**src/rtl/cfg_chain_sequencer.sv**
```systemverilog
// Drives the fabric configuration shift chain: serialises LOAD bytes LSB-first,
// reads the chain back non-destructively by recirculation, and zero-fills on CLEAR.
module cfg_chain_sequencer #(
    parameter int CHAIN_LEN = 64,
    parameter int CNT_W     = 16
) (
    input  logic       SYSCLK,
    input  logic       SYSRST,
    input  logic       CMD_VALID,
    output logic       CMD_READY,
    input  logic [1:0] CMD_OP,
    input  logic       WR_VALID,
    output logic       WR_READY,
    input  logic [7:0] WR_DATA,
    output logic       RB_VALID,
    input  logic       RB_READY,
    output logic [7:0] RB_DATA,
    output logic       SHIFT_HEAD,
    output logic       SHIFT_ENABLE,
    input  logic       SHIFT_TAIL,
    input  logic       ABORT,
    output logic       BUSY,
    output logic       DONE,
    output logic       ERROR,
    output logic [2:0] DBG_STATE
);

    localparam logic [2:0] S_IDLE       = 3'd0;
    localparam logic [2:0] S_LOAD_WAIT  = 3'd1;
    localparam logic [2:0] S_LOAD_SHIFT = 3'd2;
    localparam logic [2:0] S_RB_SHIFT   = 3'd3;
    localparam logic [2:0] S_RB_SEND    = 3'd4;
    localparam logic [2:0] S_CLR_SHIFT  = 3'd5;
    localparam logic [2:0] S_FINISH     = 3'd6;

    // Every valid/ready pair transfers on a rising edge where both are high;
    // a producer holds valid and data stable until that edge.

    logic [2:0]       state, state_nx;
    logic [CNT_W-1:0] cnt, cnt_nx;
    logic [7:0]       shifter, shifter_nx;
    logic [7:0]       rb_data, rb_data_nx;
    logic             shift_en, shift_en_nx;
    logic             done_q, err_q;
    logic             last_bit, byte_end, all_sent;

    assign last_bit = (cnt == CNT_W'(CHAIN_LEN - 1));
    assign all_sent = (cnt == CNT_W'(CHAIN_LEN));
    assign byte_end = (cnt[2:0] == 3'd7);

    always_comb begin
        state_nx   = state;
        cnt_nx     = cnt;
        shifter_nx = shifter;
        rb_data_nx = rb_data;
        case (state)
            S_IDLE: begin
                if (CMD_VALID) begin
                    cnt_nx = '0;
                    case (CMD_OP)
                        2'd1:    state_nx = S_LOAD_WAIT;
                        2'd2:    state_nx = S_RB_SHIFT;
                        2'd3:    state_nx = S_CLR_SHIFT;
                        default: state_nx = S_IDLE;
                    endcase
                end
            end
            S_LOAD_WAIT: begin
                if (WR_VALID) begin
                    shifter_nx = WR_DATA;
                    state_nx   = S_LOAD_SHIFT;
                end
            end
            S_LOAD_SHIFT: begin
                shifter_nx = {1'b0, shifter[7:1]};
                cnt_nx     = cnt + 1'b1;
                if (last_bit)      state_nx = S_FINISH;
                else if (byte_end) state_nx = S_LOAD_WAIT;
            end
            S_RB_SHIFT: begin
                // First bit of each byte clears the upper bits so a short final byte reads 0 above.
                if (cnt[2:0] == 3'd0) rb_data_nx = {7'b0, SHIFT_TAIL};
                else                  rb_data_nx[cnt[2:0]] = SHIFT_TAIL;
                cnt_nx = cnt + 1'b1;
                if (last_bit || byte_end) state_nx = S_RB_SEND;
            end
            S_RB_SEND: begin
                if (RB_READY) state_nx = all_sent ? S_FINISH : S_RB_SHIFT;
            end
            S_CLR_SHIFT: begin
                cnt_nx = cnt + 1'b1;
                if (last_bit) state_nx = S_FINISH;
            end
            S_FINISH: state_nx = S_IDLE;
            default:  state_nx = S_IDLE;
        endcase
        if (ABORT && (state != S_IDLE)) state_nx = S_IDLE;
    end

    // Chain enable is registered from the next state so it is high exactly while in a shift state.
    assign shift_en_nx = (state_nx == S_LOAD_SHIFT) || (state_nx == S_RB_SHIFT) ||
                         (state_nx == S_CLR_SHIFT);

    always_ff @(posedge SYSCLK or negedge SYSRST) begin
        if (!SYSRST) begin
            state    <= S_IDLE;
            cnt      <= '0;
            shifter  <= '0;
            rb_data  <= '0;
            shift_en <= 1'b0;
            done_q   <= 1'b0;
            err_q    <= 1'b0;
        end else begin
            state    <= state_nx;
            cnt      <= cnt_nx;
            shifter  <= shifter_nx;
            rb_data  <= rb_data_nx;
            shift_en <= shift_en_nx;
            done_q   <= (state == S_FINISH) && !ABORT;
            err_q    <= ABORT && (state != S_IDLE);
        end
    end

    always_comb begin
        SHIFT_HEAD = 1'b0;
        if (shift_en) begin
            case (state)
                S_LOAD_SHIFT: SHIFT_HEAD = shifter[0];
                S_RB_SHIFT:   SHIFT_HEAD = SHIFT_TAIL;
                default:      SHIFT_HEAD = 1'b0;
            endcase
        end
    end

    assign SHIFT_ENABLE = shift_en;
    assign CMD_READY    = (state == S_IDLE);
    assign WR_READY     = (state == S_LOAD_WAIT);
    assign RB_VALID     = (state == S_RB_SEND);
    assign RB_DATA      = rb_data;
    assign BUSY         = (state != S_IDLE);
    assign DONE         = done_q;
    assign ERROR        = err_q;
    assign DBG_STATE    = state;

endmodule

```
**config.mk**
```make
export PLATFORM = sky130hd
export DESIGN_NAME = cfg_chain_sequencer
export DESIGN_NICKNAME = d
export VERILOG_FILES = /design/src/rtl/cfg_chain_sequencer.sv
export SDC_FILE = /design/constraint.sdc
export NUM_CORES = 1
export LEC_CHECK = 0
export BUFFER_PORTS_ARGS = -buffer_cell sky130_fd_sc_hd__clkbuf_2
export CAP_MARGIN = 30
export CORE_MARGIN = 2
export CORE_UTILIZATION = 45
export CTS_CLUSTER_DIAMETER = 40
export CTS_CLUSTER_SIZE = 24
export DETAILED_ROUTE_END_ITERATION = 7
export GPL_ROUTABILITY_DRIVEN = 0
export PLACE_DENSITY = 0.66
export SETUP_SLACK_MARGIN = 0.2
export SYNTH_ARGS = -nofsm -noshare
export SYNTH_HDL_FRONTEND = slang
export SYNTH_SLANG_ARGS = --single-unit
```
**constraint.sdc**
```tcl
create_clock -name SYSCLK -period 3.8 [get_ports SYSCLK]
set_input_delay 0.76 -clock SYSCLK [delete_from_list [all_inputs] [get_ports SYSCLK]]
set_output_delay 0.76 -clock SYSCLK [all_outputs]
set_load 0.01 [all_outputs]
```
==> impl_metrics.tcl <==
set metrics [dict create \
    status "completed" \
    crit_fanout 15 \
    grt_max_degree 39 \
    yosysSeqAreaShare_pct 43.8 \
    synthMuxAreaShare_pct 7.60 \
    stdcell_area_um2 2490 \
    placed_area_um2 2370 \
    synth_adder_area_share_pct 1.73 \
    synth_common_cells "38 x dfrtp_1, 18 x nor2_1, 16 x nand2_1" \
    numCtsBuffers 5 \
    overflow 0 \
    ys_ff_latch 38 \
    setup-violations-final 0 \
    coreArea_um2 4690 \
    ant_nets 0 \
    nFillCells 450 \
    synthSimpleGateAreaFrac_pct 21.3 \
    htree_num_levels 2 \
    min_path_type "in2async" \
    drv_slew 0 \
    syn_nets 240 \
    track_usage_pct 17.6 \
    cts_hold_buf 0 \
    seq_area_um2 951 \
    grt_pass1_vias 1584 \
    synth_largest_area_cell "dfrtp_1" \
    drt_iter0_drc 124 \
    critPathLaunchType "register" \
    clk_pin_slew_ns 0.07 \
    grt_antenna_before_repair 0 \
    relSlewSlack_pct 67.7 \
    synthCells 220 \
    syn_to_final_growth_pct 14.6 \
    diodes 0 \
    synth_top_area_share_pct 43.8 \
    wl_um 4410 \
    synthArstFlopShare_pct 100 \
    clockBufferDepth 2 \
    synth_top_family_by_area "simple AND/OR/NAND/NOR gates" \
    yosysWarnings 0 \
    cts.sinks 38 \
    cts_setup_buffers 0 \
    die-area_um2 5400 \
    vias_per_cell 5.58 \
    cts_resized 0 \
    synth-compound-area-share_pct 17.7 \
    vdd_drop_max_mv 0.374 \
    io_pins 36 \
    dp_slack_ns 1.57 \
    multiInputGateArea_um2 1120 \
    vias 1731 \
    arrival_ns 1.75 \
    r2r_cells 7 \
    final_util_pct 53.0 \
    die_width_um 73.5 \
    post-route-period-util_pct 66.1 \
    reg2reg_to "SHIFT_ENABLE" \
    tritoncts "yes" \
    rrSetupSlack_ns 1.66 \
    fp-row-count 25 \
    fin_skew_ns 0.00322 \
    final.min_clock_period_ns 2.51 \
    drive_gt1_share_pct 24.2 \
    ctsRootBufferMaster "clkbuf_8" \
    synth_edf_count 0 \
    start_util_pct 46.3 \
    r2r_start "cnt[0]" \
    rsz0062_at_grt "no" \
    syn_avg_cell_area_um2 9.87 \
    critPathKind "reg2out" \
    detail_route.wl_per_cell_um 14.2 \
    hpwl_um 3160 \
    synth_most_common_cell "dfrtp_1" \
    powerDensity_nw_per_um2 600 \
    clock_latency_ns 0.29 \
    nets 275 \
    grt_pass1_wl_um 7310 \
    worstMarginPinSlew_ns 0.484 \
    cp-end-kind "primary output" \
    setup_tns_ns 0 \
    drtPass1Iterations 4 \
    ys_dominant_reg_cell "dfrtp_1" \
    synth_area_um2 2170 \
    port_buffers 35 \
    die_h_um 73.5 \
    fin_ws_ns 1.29 \
    drcViolationCount 0 \
    final_hold_viol_count 0 \
    ys_types 59 \
    leakagePower_nw 1.18 \
    cp_data_required_time_ns 3.04 \
    synth_area_leaders "dfrtp_1 44%, mux2i_1 5.5%, o21ai_0 3.2%, nor2_1 3.1%, nand2_1 2.8%" \
    max_freq_ghz 0.398 \
    synthXorXnorAreaFrac_pct 3.23 \
    maxCapViolCount 0 \
]
[cell families (layout without fill, tap and decap cells)]
logic type      after synthesis  in the layout
compound gates               54             54
buf+inv                      22             58
mux                          16             16
xor+xnor                      8              8
flops                        38             38
simple gates                 79             79
fa+ha+maj                     3              3
[worst max-delay path by stage]
stage / start / to / slack, ns / cells after the start
after floorplan: DBG_STATE[2] / SHIFT_HEAD / 1.77 / 5
after global placement: SHIFT_TAIL / SHIFT_HEAD / 1.61 / 6
after detailed placement: SHIFT_TAIL / SHIFT_HEAD / 1.57 / 6
after CTS: DBG_STATE[2] / SHIFT_HEAD / 1.30 / 5
after global routing: DBG_STATE[0] / SHIFT_HEAD / 1.15 / 5
final: DBG_STATE[2] / SHIFT_HEAD / 1.29 / 5
[final cells by class]
type | count | area share, %
inverters | 13 | 1.96
flip-flops and latches | 38 | 38.2
clock buffers | 7 | 3.47
well taps | 54 | 2.71
multi-input cells | 160 | 45.0
clock inverters | 1 | 0.201
repair buffers | 37 | 8.45
[cell usage in the layout (no fill, tap or decap), types with 4 or more instances in the layout]
cell	count
inv_1	13
nor2b_1	5
xor2_1	6
clkbuf_2	35
a21oi_1	10
mux2_2	4
clkbuf_8	6
a22o_1	4
nand3_1	5
nand3b_1	4
dfrtp_1	38
nor2_1	18
o21ai_0	14
nand2_1	16
mux2i_1	12
nor4b_1	4
[report_power, final]
group / switching (mW) / internal [mW]
sequential: 0.110 / 0.505
combinational: 0.328 / 0.260
clock: 0.142 / 0.146
[layer usage]
metal  share of wire, %  vias up  global-route usage, %  routed length, um
li1                   -      866                      -                  -
met3                5.4        6                   4.25                237
met1                 51      811                   25.6               2240
met2                 42       48                   24.9               1860
met5                  0        -                      0                  0
met4                1.5        0                   7.68                 67
[registers in the layout, summed over array words and instances (netlist names)]
| register | cells |
|---|---|
| DBG_STATE | 3 |
| DONE | 1 |
| ERROR | 1 |
| RB_DATA | 8 |
| SHIFT_ENABLE | 1 |
| cnt | 16 |
| shifter | 8 |
[critical path: stages (launching register included)]
cell and delay (ns):
dfrtp_1 0.55, nand3b_1 0.32, nor2_1 0.27, a21oi_1 0.07, nor2b_1 0.11, clkbuf_2 0.14
[stage by stage]
step / total power [mW] / hold WS, ns / instances
after floorplan: 1.03 / 0.449 / 220
after global placement: 1.20 / 0.464 / 301
after detailed placement: 1.21 / 0.473 / 301
after CTS: 1.50 / 0.489 / 309
after global routing: 1.60 / 0.421 / 310
final: 1.49 / 0.393 / 310
(Power assumes the default switching activity.)
